===== src/rtl/alu_writeback.sv =====
// alu_writeback: one-entry writeback stage after the ALU.
// Commits results to A/B, updates CCR, tracks errors, evaluates branches.
module alu_writeback #(
  parameter logic [3:0] CCR_RESET = 4'h0
) (
  input  logic       clk,
  input  logic       reset,
  input  logic       in_valid,
  output logic       in_ready,
  input  logic [7:0] in_result,
  input  logic [3:0] in_nzvc,
  input  logic [3:0] in_op,
  input  logic       in_dest,
  input  logic       in_wr_en,
  input  logic       hold,
  input  logic       ld_valid,
  input  logic       ld_dest,
  input  logic [7:0] ld_data,
  output logic       ld_ack,
  output logic [7:0] reg_a,
  output logic [7:0] reg_b,
  output logic [3:0] ccr,
  output logic       commit_valid,
  input  logic [3:0] br_cond,
  output logic       br_taken,
  output logic       err,
  input  logic       err_clr
);

  typedef struct packed {
    logic [7:0] result;
    logic [3:0] nzvc;
    logic [3:0] op;
    logic       dest;
    logic       wr_en;
  } s1_t;

  s1_t  s1;
  logic s1_valid;

  logic accept;
  logic commit;
  logic is_undef;
  logic is_dz;
  logic is_cmp;
  logic c_err;
  logic c_wr;
  logic c_ccr;
  logic wr_a;
  logic wr_b;
  logic ld_a;
  logic ld_b;

  assign in_ready = !reset && (!s1_valid || !hold);
  assign accept   = in_valid && in_ready;
  assign commit   = s1_valid && !hold;

  assign is_undef = (s1.op >= 4'hA);
  assign is_cmp   = (s1.op == 4'h5);
  assign is_dz    = ((s1.op == 4'h3) || (s1.op == 4'h4)) &&
                    (s1.nzvc == 4'hF) && (s1.result == 8'hFF);

  assign c_err = commit && (is_undef || is_dz);
  assign c_ccr = commit && !is_undef;
  assign c_wr  = commit && s1.wr_en &&
                 !is_undef && !is_dz && !is_cmp;

  assign wr_a = c_wr && !s1.dest;
  assign wr_b = c_wr && s1.dest;

  // A load yields only to a commit writing the same register.
  assign ld_ack = !reset && ld_valid &&
                  !(c_wr && (s1.dest == ld_dest));
  assign ld_a = ld_ack && !ld_dest;
  assign ld_b = ld_ack && ld_dest;

  always_ff @(posedge clk) begin
    if (reset) begin
      s1       <= '0;
      s1_valid <= 1'b0;
    end else if (accept) begin
      s1.result <= in_result;
      s1.nzvc   <= in_nzvc;
      s1.op     <= in_op;
      s1.dest   <= in_dest;
      s1.wr_en  <= in_wr_en;
      s1_valid  <= 1'b1;
    end else if (commit) begin
      s1_valid <= 1'b0;
    end
  end

  always_ff @(posedge clk) begin
    if (reset) begin
      reg_a <= 8'h00;
      reg_b <= 8'h00;
    end else begin
      if (wr_a)
        reg_a <= s1.result;
      else if (ld_a)
        reg_a <= ld_data;
      if (wr_b)
        reg_b <= s1.result;
      else if (ld_b)
        reg_b <= ld_data;
    end
  end

  always_ff @(posedge clk) begin
    if (reset) begin
      ccr          <= CCR_RESET;
      commit_valid <= 1'b0;
      err          <= 1'b0;
    end else begin
      commit_valid <= commit;
      if (c_ccr)
        ccr <= is_dz ? 4'hF : s1.nzvc;
      if (c_err)
        err <= 1'b1;
      else if (err_clr)
        err <= 1'b0;
    end
  end

  logic fn;
  logic fz;
  logic fv;
  logic fc;

  assign fn = ccr[3];
  assign fz = ccr[2];
  assign fv = ccr[1];
  assign fc = ccr[0];

  always_comb begin
    br_taken = 1'b0;
    case (br_cond)
      4'h0: br_taken = 1'b1;
      4'h1: br_taken = 1'b0;
      4'h2: br_taken = fz;
      4'h3: br_taken = !fz;
      4'h4: br_taken = fn;
      4'h5: br_taken = !fn;
      4'h6: br_taken = fv;
      4'h7: br_taken = !fv;
      4'h8: br_taken = fc;
      4'h9: br_taken = !fc;
      4'hA: br_taken = !fc && !fz;
      4'hB: br_taken = fc || fz;
      4'hC: br_taken = (fn == fv);
      4'hD: br_taken = (fn != fv);
      default: br_taken = 1'b0;
    endcase
  end

endmodule


===== config.mk =====
export PLATFORM = sky130hd
export DESIGN_NAME = alu_writeback
export DESIGN_NICKNAME = d
export VERILOG_FILES = /design/src/rtl/alu_writeback.sv
export SDC_FILE = /design/constraint.sdc
export NUM_CORES = 1
export LEC_CHECK = 0
export ABC_AREA = 1
export BUFFER_PORTS_ARGS = -buffer_cell sky130_fd_sc_hd__buf_2
export CELL_PAD_IN_SITES_DETAIL_PLACEMENT = 1
export CELL_PAD_IN_SITES_GLOBAL_PLACEMENT = 1
export CORE_ASPECT_RATIO = 0.9
export CORE_UTILIZATION = 36
export DETAILED_ROUTE_END_ITERATION = 6
export HOLD_SLACK_MARGIN = 0.08
export PLACE_DENSITY = 0.86
export SLEW_MARGIN = 20
export SYNTH_ARGS = -nofsm -noshare
export SYNTH_HDL_FRONTEND = slang
export SYNTH_SLANG_ARGS = --single-unit

===== constraint.sdc =====
create_clock -name clk -period 2 [get_ports clk]
set_input_delay 0.4 -clock clk [delete_from_list [all_inputs] [get_ports clk]]
set_output_delay 0.4 -clock clk [all_outputs]
set_load 0.01 [all_outputs]

==> reports/results.tsv <==
metric	value	unit
coreArea	5411	µm²
drive_gt1_share	33.62	%
finalWirelength	5981	µm
yosysTopAreaCellShare	39.40	%
clk_path_buf_depth	2	
overflow	0	
post-route-util	48.42	%
finalHoldViolations	0	
track_usage	20.10	%
ant_nets	0	
finalSetupViolations	0	
numPortBuffers	61	
path_clk_slew	0.08	ns
final_common_cell	nand2_1	
syn_nets	323	
avgSynthCellArea	7.284	µm²
root_buffer	clkbuf_8	
yosys_most_used_dff	dfxtp_1	
ys_ff_latch	41	
postLayoutSetupSlackWorst	0.05362	ns
dieArea	6095	µm²
status	complete, no violations	
worstPathRequired	1.60	ns
cts_tree	yes	
crit_type	register to output port	
drc	0	
dp_hpwl	4412	µm
net-switching-power	0.0004988	W
synth_top_family_by_area	simple AND/OR/NAND/NOR gates	
path_depth	10	
synth_mux_area_share	0	%
ir_worst_vdd	0.0002739	V
final_cell_mix	81 x nand2_1, 61 x buf_2, 29 x dfxtp_1	
slew_headroom	81.32	%
maxCapViolCount	0	
pwr-share-seq	52.2	%
yosys.area.top_type	dfxtp_1	
place_area	2476	µm²
crit_buf_inv	4	
ys_seq_area_share	39.40	%
gp_congestion	0.7977	
vias	2194	
setup.worst_path.start	s1[5]$_SDFFE_PP0P_	
grt_max_degree	37	
async_flop_share	0	%
grt_pass1_wl	9301	µm
postSynthCellCount	286	
layoutNonFillerInstCount	421	
cpPeakStageDelay	0.36	ns
critical_path.most_common_cell	inv_1	
synth_edf_count	0	
syn-cell-area	2083	µm²
die_w	82.19	µm
r2r-end	reg_b[0]$_SDFFE_PP0P_	
dp_slack	0.1497	ns
dp_cells	410	
crit_path_end	ld_ack	
reg2reg_slack	0.36	ns
drt_iter0_markers	95	
post-route-min-period	1.946	ns
power_density	658.8	nW/µm²
synthXorXnorAreaFrac	0.4204	%
synth-simple-area-share	33.81	%
p_clk_share	31.1	%
worstPathArrival	1.55	ns
drtPass1Iterations	5	
antenna_found_initial	0	
start_util	38.50	%
fin_crit_sh	97.32	%
avgRoutedWirePerCell	14.21	µm
r2r-start	s1[5]$_SDFFE_PP0P_	
synth_adder_area_share	0	%
grt_pass1_vias	2016	
final_cell_area	2620	µm²
diodes	0	
die_h	74.17	µm
switching_share	28.90	%
cts_max_level	2	
fin_skew	0.009906	ns
ios	62	
leakagePower	1.202	nW
start_kind	register	
slowest_stage	dfxtp_2	
crit_path_end_kind	output port	
rows	25	
vias_per_cell	5.211	
cpLargestDelayFamily	simple AND/OR/NAND/NOR gates	
hp-class	primary input to register	
fmax	513.8	MHz
intPower	0.001227	W
slew_viol_final	0	
clock_latency	0.30	ns
worst_pin_slew	0.2802	ns
r2r_cells	10	
synth_compound_area_share	17.84	%
clock_sinks	41	
synth_area_leaders	dfxtp_1 39%, nand2_1 15%, nand4_1 5.4%	
cts_buffers	5	
worst-path-max-fanout	3	
p_comb_share	16.7	%
nNetsFinal	390	
crit_chain	inv_1, nand2_2, o21ai_4, nor2_8, nand3_4, nand2_2, inv_1, a21oi_2, inv_1, buf_2	
syn_to_final_growth	25.77	%
yosys_warnings	0	
synth_cell_type_count	31	
## state kept, by name, indices dropped and copies added (netlist names)
register	cells
s1	18
s1_valid	1
err	1
commit_valid	1
reg_a	8
reg_b	8
ccr	4
## what timing repair did
action                                  4_1_cts  5_1_grt
buffers inserted                              1        2
pin swaps                                     1        9
gates resized for setup                       1       19
endpoints found under the setup margin        1        1
hold buffers                                  0        0
## cell families (layout without fill, tap and decap cells)
family / Yosys count / after routing
compound gates: 59 / 59
xor+xnor: 1 / 1
buf+inv: 41 / 109
flops: 41 / 41
simple gates: 144 / 144
## worst min path at each step
stage / from / depth (start not counted) / end
floorplan: s1_valid$_SDFFE_PP0P_ / 2 / commit_valid$_SDFF_PP0_
global placement: err$_SDFFE_PP0P_ / 2 / err$_SDFFE_PP0P_
detailed placement: s1[8]$_SDFFE_PP0P_ / 2 / ccr[2]$_SDFFE_PP0P_
CTS: in_result[5] / 3 / s1[15]$_SDFFE_PP0P_
global route: err_clr / 2 / err$_SDFFE_PP0P_
finish: err_clr / 2 / err$_SDFFE_PP0P_
## cells in the mapped netlist (3+ instances only)
cell     count
inv_1       26
inv_2        3
o31ai_1     15
o21ai_0      9
nand2_1     83
a21oi_1     22
nor2_1       9
o21ai_1      3
nor2_2       3
a21oi_2      3
nand3_1     16
dfxtp_1     41
buf_2        7
nand2_2      7
nand4_1     18
## metal layers
layer  GRT usage [%]  vias up  wire, µm  part of all wire, %
met5               0        -         0                    0
met4           7.018        0        72                  1.2
li1                -     1095         -                    -
met2           33.70       52      2841                   48
met1           26.14     1042      2851                   48
met3           3.190        5       215                  3.6
## layout make-up
class	instances	area [µm²]
fillers	718	2791
multi-input cells	204	1109
flip-flops and latches	41	838.3
repair buffers	72	400.4
inverters	29	108.9
well taps	67	83.83
clock buffers	8	80.08
## power by group through the flow
stage	Clock, W	Sequential, W	Combinational, W
2_1_floorplan	0	0.000917	0.000161
3_3_place_gp	0	0.000912	0.000273
3_5_place_dp	0	0.000914	0.000281
4_1_cts	0.000545	0.000896	0.000284
5_1_grt	0.000578	0.000907	0.000320
6_report	0.000537	0.000901	0.000288
## metrics by stage
stage | total power [W] | TNS [ns] | hold slack (ns)
5_1_grt | 0.001806 | -0.04106 | 0.3011
3_5_place_dp | 0.001195 | 0 | 0.4686
6_report | 0.001726 | 0 | 0.3016
4_1_cts | 0.001725 | 0 | 0.3036
2_1_floorplan | 0.001078 | 0 | 0.4420
3_3_place_gp | 0.001185 | 0 | 0.4570
(Power assumes the default switching activity.)
